==> src/rtl/mult_pkg.sv <==
// Shared types and defaults for the iterative multiply/stall unit.
package mult_pkg;
   typedef enum logic [1:0] {
      MS_IDLE = 2'd0,
      MS_BUSY = 2'd1,
      MS_DONE = 2'd2
   } mult_state_e;

   localparam int MULT_CYCLES = 4;

   // A single-iteration configuration still needs a one-bit counter.
   function automatic int cnt_width(input int cycles);
      return (cycles > 1) ? $clog2(cycles) : 1;
   endfunction

   localparam int MULT_CNT_W = cnt_width(MULT_CYCLES);
endpackage

==> src/rtl/mult_step.sv <==
// One shift-add iteration: adds multiplicand * multiplier slice, weighted by the
// iteration index, into the accumulator. Purely combinational.
module mult_step #(
   parameter int DATA_W = 32,
   parameter int ACC_W  = 32,
   parameter int STEP_W = 8,
   parameter int CNT_W  = 2
) (
   input  logic [ACC_W-1:0]  acc_i,
   input  logic [DATA_W-1:0] mcand_i,
   input  logic [STEP_W-1:0] slice_i,
   input  logic [CNT_W-1:0]  cnt_i,
   output logic [ACC_W-1:0]  acc_o
);
   typedef logic [ACC_W-1:0] acc_t;

   acc_t partial;
   int   shamt;

   // Partial product is computed at accumulator width so carries past ACC_W drop out.
   always_comb begin
      partial = acc_t'(mcand_i) * acc_t'(slice_i);
      shamt   = int'(cnt_i) * STEP_W;
      acc_o   = acc_i + (partial << shamt);
   end
endmodule

==> src/rtl/mult_stall_unit.sv <==
// EX-stage iterative multiplier and sole source of the pipeline global_enable.
// Optional MULT_HIGH_EN: double-width accumulator and high_sel for the upper half.
module mult_stall_unit
   import mult_pkg::*;
#(
   parameter int DATA_W = 32,
   parameter int CYCLES = MULT_CYCLES
) (
   input  logic              clk,
   input  logic              arst,
   input  logic              ext_enable,
   input  logic              start,
   input  logic [DATA_W-1:0] op_a,
   input  logic [DATA_W-1:0] op_b,
`ifdef MULT_HIGH_EN
   input  logic              high_sel,
`endif
   output logic              global_enable,
   output logic [DATA_W-1:0] result,
   output logic              result_valid,
   output logic              busy
);
   localparam int STEP_W = DATA_W / CYCLES;
   localparam int CNT_W  = cnt_width(CYCLES);
`ifdef MULT_HIGH_EN
   localparam int ACC_W  = 2 * DATA_W;
`else
   localparam int ACC_W  = DATA_W;
`endif
   localparam logic [CNT_W-1:0] CNT_LAST = CNT_W'(CYCLES - 1);

   mult_state_e       state_q, state_d;
   logic [ACC_W-1:0]  acc_q, acc_d, acc_step;
   logic [CNT_W-1:0]  cnt_q, cnt_d;
   logic [DATA_W-1:0] op_a_q, op_a_d;
   logic [DATA_W-1:0] op_b_q, op_b_d;
   logic [DATA_W-1:0] result_q, result_d;
   logic              result_valid_q, result_valid_d;
   logic [DATA_W-1:0] final_word;
`ifdef MULT_HIGH_EN
   logic              high_sel_q, high_sel_d;
`endif

   mult_step #(
      .DATA_W (DATA_W),
      .ACC_W  (ACC_W),
      .STEP_W (STEP_W),
      .CNT_W  (CNT_W)
   ) u_step (
      .acc_i   (acc_q),
      .mcand_i (op_a_q),
      .slice_i (op_b_q[STEP_W-1:0]),
      .cnt_i   (cnt_q),
      .acc_o   (acc_step)
   );

   // Word captured into result on the last iteration.
   always_comb begin
`ifdef MULT_HIGH_EN
      final_word = high_sel_q ? acc_step[ACC_W-1:DATA_W] : acc_step[DATA_W-1:0];
`else
      final_word = acc_step;
`endif
   end

   always_comb begin
      state_d        = state_q;
      acc_d          = acc_q;
      cnt_d          = cnt_q;
      op_a_d         = op_a_q;
      op_b_d         = op_b_q;
      result_d       = result_q;
      result_valid_d = result_valid_q;
      global_enable  = 1'b0;
`ifdef MULT_HIGH_EN
      high_sel_d     = high_sel_q;
`endif
      unique case (state_q)
         MS_IDLE: begin
            // The multiply in EX must hold the pipeline already in its issue cycle.
            global_enable  = ext_enable & ~start;
            result_valid_d = 1'b0;
            if (start) begin
               op_a_d  = op_a;
               op_b_d  = op_b;
               acc_d   = '0;
               cnt_d   = '0;
`ifdef MULT_HIGH_EN
               high_sel_d = high_sel;
`endif
               state_d = MS_BUSY;
            end
         end
         MS_BUSY: begin
            acc_d  = acc_step;
            op_b_d = op_b_q >> STEP_W;
            cnt_d  = cnt_q + 1'b1;
            if (cnt_q == CNT_LAST) begin
               result_d       = final_word;
               result_valid_d = 1'b1;
               state_d        = MS_DONE;
            end
         end
         MS_DONE: begin
            // start is the same instruction still sitting in EX, so it is not re-accepted here.
            global_enable = ext_enable;
            if (ext_enable) begin
               result_valid_d = 1'b0;
               state_d        = MS_IDLE;
            end
         end
         default: begin
            result_valid_d = 1'b0;
            state_d        = MS_IDLE;
         end
      endcase
   end

   always_ff @(posedge clk or posedge arst) begin
      if (arst) begin
         state_q        <= MS_IDLE;
         acc_q          <= '0;
         cnt_q          <= '0;
         op_a_q         <= '0;
         op_b_q         <= '0;
         result_q       <= '0;
         result_valid_q <= 1'b0;
`ifdef MULT_HIGH_EN
         high_sel_q     <= 1'b0;
`endif
      end else begin
         state_q        <= state_d;
         acc_q          <= acc_d;
         cnt_q          <= cnt_d;
         op_a_q         <= op_a_d;
         op_b_q         <= op_b_d;
         result_q       <= result_d;
         result_valid_q <= result_valid_d;
`ifdef MULT_HIGH_EN
         high_sel_q     <= high_sel_d;
`endif
      end
   end

   assign busy         = (state_q != MS_IDLE);
   assign result       = result_q;
   assign result_valid = result_valid_q;
endmodule

==> config.mk <==
export PLATFORM = sky130hd
export DESIGN_NAME = mult_stall_unit
export DESIGN_NICKNAME = d
export VERILOG_FILES = /design/src/rtl/mult_pkg.sv /design/src/rtl/mult_step.sv /design/src/rtl/mult_stall_unit.sv
export SDC_FILE = /design/constraint.sdc
export NUM_CORES = 1
export LEC_CHECK = 0
export CAP_MARGIN = 15
export CORE_UTILIZATION = 45
export DETAILED_ROUTE_END_ITERATION = 7
export PLACE_DENSITY_LB_ADDON = 0.15
export SLEW_MARGIN = 20
export SYNTH_ARGS = -nofsm -noshare
export SYNTH_HDL_FRONTEND = slang
export SYNTH_SLANG_ARGS = --single-unit
==> constraint.sdc <==
create_clock -name clk -period 11.4 [get_ports clk]
set_clock_uncertainty 0.15 [all_clocks]
set_input_delay 2.28 -clock clk [delete_from_list [all_inputs] [get_ports clk]]
set_output_delay 2.28 -clock clk [all_outputs]
set_load 0.02 [all_outputs]
[After elaboration in Yosys (flattened, before gate mapping)]
Cells that the tools add are included.
Word-level totals
  bits in writable memories: 0
  bits in latches: 0
  memories kept: 0
  input bits: 68
  logic and storage cells: 41
  flip-flop bits (word level): 133
  output and inout bits: 35
  bits in read-only memories: 0
Operators by class
  bitwise logic cells: 2
  equal/unequal tests: 6
  order comparisons: 0
  add/subtract/negate cells: 2
  shift-type cells: 1
  multiply operators: 1
  muxes and demuxes: 14
  div/mod/pow operators: 0
  reductions and logical operators: 8
Operators with widths (number)
  one-hot mux 32 bit (2 select lines): 2
  two-way mux 32 bit: 2
  adder 32 bit: 1
  multiplier 32 x 8 -> 32 bit: 1
  << shifter 32 x 5 -> 32 bit: 1
  two-way mux 2 bit: 4
  AND reduction 2 bit: 4
  inequality test 2 bit (second input constant): 3
  one-hot mux 2 bit (3 select lines): 1
  equality test 2 bit (second input constant): 2
  one-hot mux 1 bit (2 select lines): 2
  one-hot mux 2 bit (2 select lines): 1
  nonzero test 2 bit: 2
  AND reduction 3 bit: 1
  adder 2 x 1 -> 2 bit (second input constant): 1
  equality test 2 x 1 -> 1 bit (second input constant): 1
  logical NOT 2 bit: 1
  two-way mux 1 bit: 2
  bitwise AND 1 bit: 1
  NOT 1 bit: 1

[Logic depth before layout (Yosys ltp)]
  word-level depth: 4
  depth in mapped cells: 33
  depth with buffers taken out: 31

[Cells and area by module]
From an unflattened synthesis, not the netlist that was laid out.
Unflattened totals
  cell total of the unflattened synthesis: 1461
  area total of the unflattened synthesis: 14262.4 um^2
By module, submodules not included
  mult_step: times used 1, cells each 1057, area each 8707.1 um^2, sequential area each 0.0 um^2
  mult_stall_unit: times used 1, cells each 404, area each 5555.3 um^2, sequential area each 3328.2 um^2

[Worst setup path after synthesis]
OpenSTA, ideal clock, no wires.
  path type: register to register
  start point: register op_b_q[5]
  end point: register result_q[31] (netlist: result[31])
  slack: 4.411 ns
  required time: 11.158 ns
  buffers on the path: 2
  cell stages (with the launch flop): 31
  period minus slack after synthesis: 6.989 ns
  arrival time: 6.747 ns
  setup time: 0.092 ns
  cells stage by stage: dfrtp_1 > clkbuf_1 > clkbuf_1 > and2_1 > fa_1 > fa_1 > fa_1 > inv_1 > fa_1 > inv_1 > ha_1 > a21o_1 > a21o_1 > a21oi_1 > nor2b_1 > or3_1 > a21oi_1 > xnor2_1 > nand2b_1 > a21oi_1 > ha_1 > and3_1 > and4_1 > and4_1 > o211a_1 > or4_1 > nand2_1 > o21a_2 > o21ai_2 > and3_4 > o31ai_2
Between the ends
  cells in the longest elaborated chain, start to end: 3
RTL lines
  start, declared: line mult_stall_unit.sv:36  | logic [DATA_W-1:0] op_b_q, op_b_d;
  start signal, assigned: line mult_stall_unit.sv:136  | op_b_q <= op_b_d;
  multiplier 32 x 8 -> 32 bit: line mult_step.sv:22  | partial = acc_t'(mcand_i) * acc_t'(slice_i);
  << shifter 32 x 5 -> 32 bit: line mult_step.sv:24  | acc_o = acc_i + (partial << shamt);
  adder 32 bit: line mult_step.sv:24
  end signal, assigned: line mult_stall_unit.sv:137  | result_q <= result_d;
  end, declared: line mult_stall_unit.sv:37  | logic [DATA_W-1:0] result_q, result_d;
No other way between the ends.
A chain may end at the register's enable or synchronous reset.

[Worst setup path in the final report]
  start point: register op_b_q[2]
  end point: register result_q[28] (netlist: result[28])
The elaborated chain is that of the path after synthesis.

==> run_results.csv <==
group,metric,value,unit
timing,finalSetupViolations,0,
synthesis,synth-compound-area-share,0.140,
detailed_routing,post_drt_wl_per_cell,17.1,um
setup_path,crit_family,"adder cells",
timing,finalCriticalPeriod,8.13,ns
floorplanning,die_h,178,um
cts,cts_max_level,4,
timing,max_slew_margin,0.278,
global_routing,grt_use_met3,0.0386,
cts,cts_buffers,17,
timing,tightest_slew,1.08,ns
synthesis,synthXorXnorAreaFrac,0.0404,
timing,final_hold_viol_count,0,
synthesis,synthCells,1444,
worst_hold_path,whs_endpoint,"op_b_q[17]$_DFFE_PP0P_",
global_routing,grt_pass1_vias,10500,
floorplanning,dieArea,0.0315,mm^2
global_routing,track_usage,0.223,
detailed_routing,viasPerCell,5.33,
setup_path,r2r_end,"result[28]$_DFFE_PP0P_",
cts,cts_resized,0,
timing,worst_slack,3.27,ns
detailed_routing,routed-via-count,10200,
synthesis,synth_fa_ha_area_frac,0.294,
floorplanning,io_pins,103,
timing,setup_tns,0,ns
placement,dpl.hpwl,24.7,mm
setup_path,crit_path_end_kind,"register",
detailed_routing,drtIter0Drc,476,
timing,rsz0062_at_grt,"false",
global_routing,grt_most_used_layer,"met2",
setup_path,required,11.59,ns
cts,tritoncts,"built",
cts,cts_hold_buf,0,
global_routing,met2_usage,0.367,
setup_path,crit_fanout,31,
detailed_routing,wl,32.6,mm
cts,cts_sinks,133,
flow_run,drv_cap,0,
floorplanning,core,0.0300,mm^2
synthesis,synth_edf_count,0,
run_status,status,"finished clean",
global_routing,grt_max_degree,91,
cts,cts.clk_slew.worst_paths,0.07,ns
global_routing,grt_pass1_wl,54.8,mm
synthesis,ys.flop_type,"dfrtp_1",
finish,drive_above_1_share,0.0802,
placement,portBuffers,102,
finish,area_growth,14.0,%
setup_path,slowest_delay,1.06,ns
cts,clock_latency,0.45,ns
setup_path,reg2reg_depth,29,
cts,cts_setup_buffers,0,
global_routing,grt_antenna_before_repair,0,
detailed_routing,ant_nets,0,
synthesis,yosysSeqAreaShare,0.240,
floorplanning,start_util,0.463,
setup_path,path_class,"register to register",
finish,n_antenna_cell,0,
setup_path,critPathLaunchType,"register",
worst_hold_path,hold_depth,2,
setup_path,cp_slowest_cell,"dfrtp_1",
floorplanning,fp.dieW,178,um
placement,dpl_worst_slack,3.45,ns
setup_path,path_buf_inv,3,
cts,cts_max_path_buffers,2,
global_routing,grt_use_met1,0.302,
detailed_routing,drtPass1Iterations,5,
synthesis,yosysWarnings,0,
synthesis,synth_area,0.0139,mm^2
synthesis,synth_seq_cells,133,
synthesis,synth_top_family_by_area,"adder cells",
synthesis,ys_types,72,
timing,min_period_over_period,0.713,
timing,drv_slew,0,
synthesis,synth-simple-area-share,0.157,
floorplanning,rows,63,
synthesis,ys_async_sr_fraction,1.00,
synthesis,muxShareOfSynthArea,0.0679,
synthesis,syn-num-nets,1744,
setup_path,rrSetupSlack,3.27,ns
setup_path,reg2reg_from,"op_b_q[2]$_DFFE_PP0P_",
finish,layout_common_cells,"and2_1 (175), fa_1 (157), inv_1 (154)",
placement,routabilityCongestion,0.871,
finish,final_nets,1808,
detailed_routing,remaining_drc_errors,0,
global_routing,gr-total-overflow,0,
setup_path,cp.arrival,8.32,ns
worst_hold_path,hold_class,"register to register",
timing,max_freq,0.123,GHz
finish,final_common_cell,"and2_1",
synthesis,synth_area_per_cell,9.60,um^2
cts,root_buffer,"clkbuf_16",
worst_hold_path,hp-start,"op_b_q[17]$_DFFE_PP0P_",
==> per-stage QoR <==
stage	utilization	area, um^2	instances	hold WS (ns)
detailed placement	0.508	15200	1879	0.321
global placement	0.508	15200	1879	0.312
floorplan	-	13900	1444	0.300
global route	0.528	15800	1911	0.359
CTS	0.528	15800	1911	0.338
finish	0.528	15800	1911	0.329
==> sequential cells by signal (all words and copies together) (netlist names) <==
signal and flops:
op_a_q 32, state_q 2, op_b_q 32, result 32
acc_q 32, cnt_q 2, result_valid 1
==> cells by family after synthesis <==
group | Yosys count
simple gates | 416
compound gates | 290
fa+ha+maj | 232
buf+inv | 222
flops | 133
mux | 87
xor+xnor | 64
==> worst max path at each step <==
stage / startpoint / to / depth (start not counted)
floorplan: op_b_q[5]$_DFFE_PP0P_ / result[31]$_DFFE_PP0P_ / 30
global placement: op_b_q[2]$_DFFE_PP0P_ / result[28]$_DFFE_PP0P_ / 29
detailed placement: op_b_q[3]$_DFFE_PP0P_ / result[28]$_DFFE_PP0P_ / 29
CTS: op_b_q[3]$_DFFE_PP0P_ / result[28]$_DFFE_PP0P_ / 29
global route: op_b_q[2]$_DFFE_PP0P_ / result[28]$_DFFE_PP0P_ / 29
finish: op_b_q[2]$_DFFE_PP0P_ / result[28]$_DFFE_PP0P_ / 29
==> per-layer routing <==
metal | vias up | wire (um)
met2 | 175 | 15700
met3 | 25 | 1180
met1 | 5095 | 15300
li1 | 4893 | -
met5 | - | 0
met4 | 0 | 398
==> synth_stat cells (all sizes together) (2+ instances only) <==
cell type  number  area share
nor2           41       0.011
a211oi         11      0.0070
and3            6      0.0031
or2             3      0.0014
a31oi           6      0.0032
nor2b          10      0.0045
mux2i          31       0.022
o2bb2ai         2      0.0013
nor3b           3      0.0020
o211ai          7      0.0038
buf            10      0.0029
a22o           33       0.021
o21ai          78       0.029
mux2           56       0.045
inv           155       0.042
o22ai           5      0.0023
nand3           8      0.0029
o21bai         13      0.0070
and4            4      0.0025
or4             3      0.0016
and2          175       0.079
xor2           27       0.017
a21boi          3      0.0016
a21o           24       0.013
fa            157        0.23
dfrtp         133        0.24
ha             75       0.068
nand4           6      0.0027
o31ai           4      0.0029
o21ba           2      0.0014
nand2b         11      0.0050
a311o           2      0.0014
o21a            8      0.0044
clkbuf         57       0.015
nand2         137       0.037
or3             2      0.0013
a21oi          76       0.029
nor3            5      0.0018
xnor2          37       0.023
==> tightest hold or removal path, delay by kind of cell, from the launching register on <==
family / cells / cell delay (ns)
DFF: 1 / 0.34
AOI/OAI and AO/OA: 1 / 0.06
and+or+nand+nor: 1 / 0.04
==> area by class of cell <==
cell class	count	area, um^2
Tap cell	390	488
Fill cell	2803	14200
Timing Repair Buffer	112	1100
Inverter	155	587
Clock inverter	15	154
Clock buffer	17	425
Multi-Input combinational cell	1089	9720
Sequential cell	133	3330
Power is not shown: default switching activity piles up to over one toggle a cycle in this logic, so the estimate is an artifact.
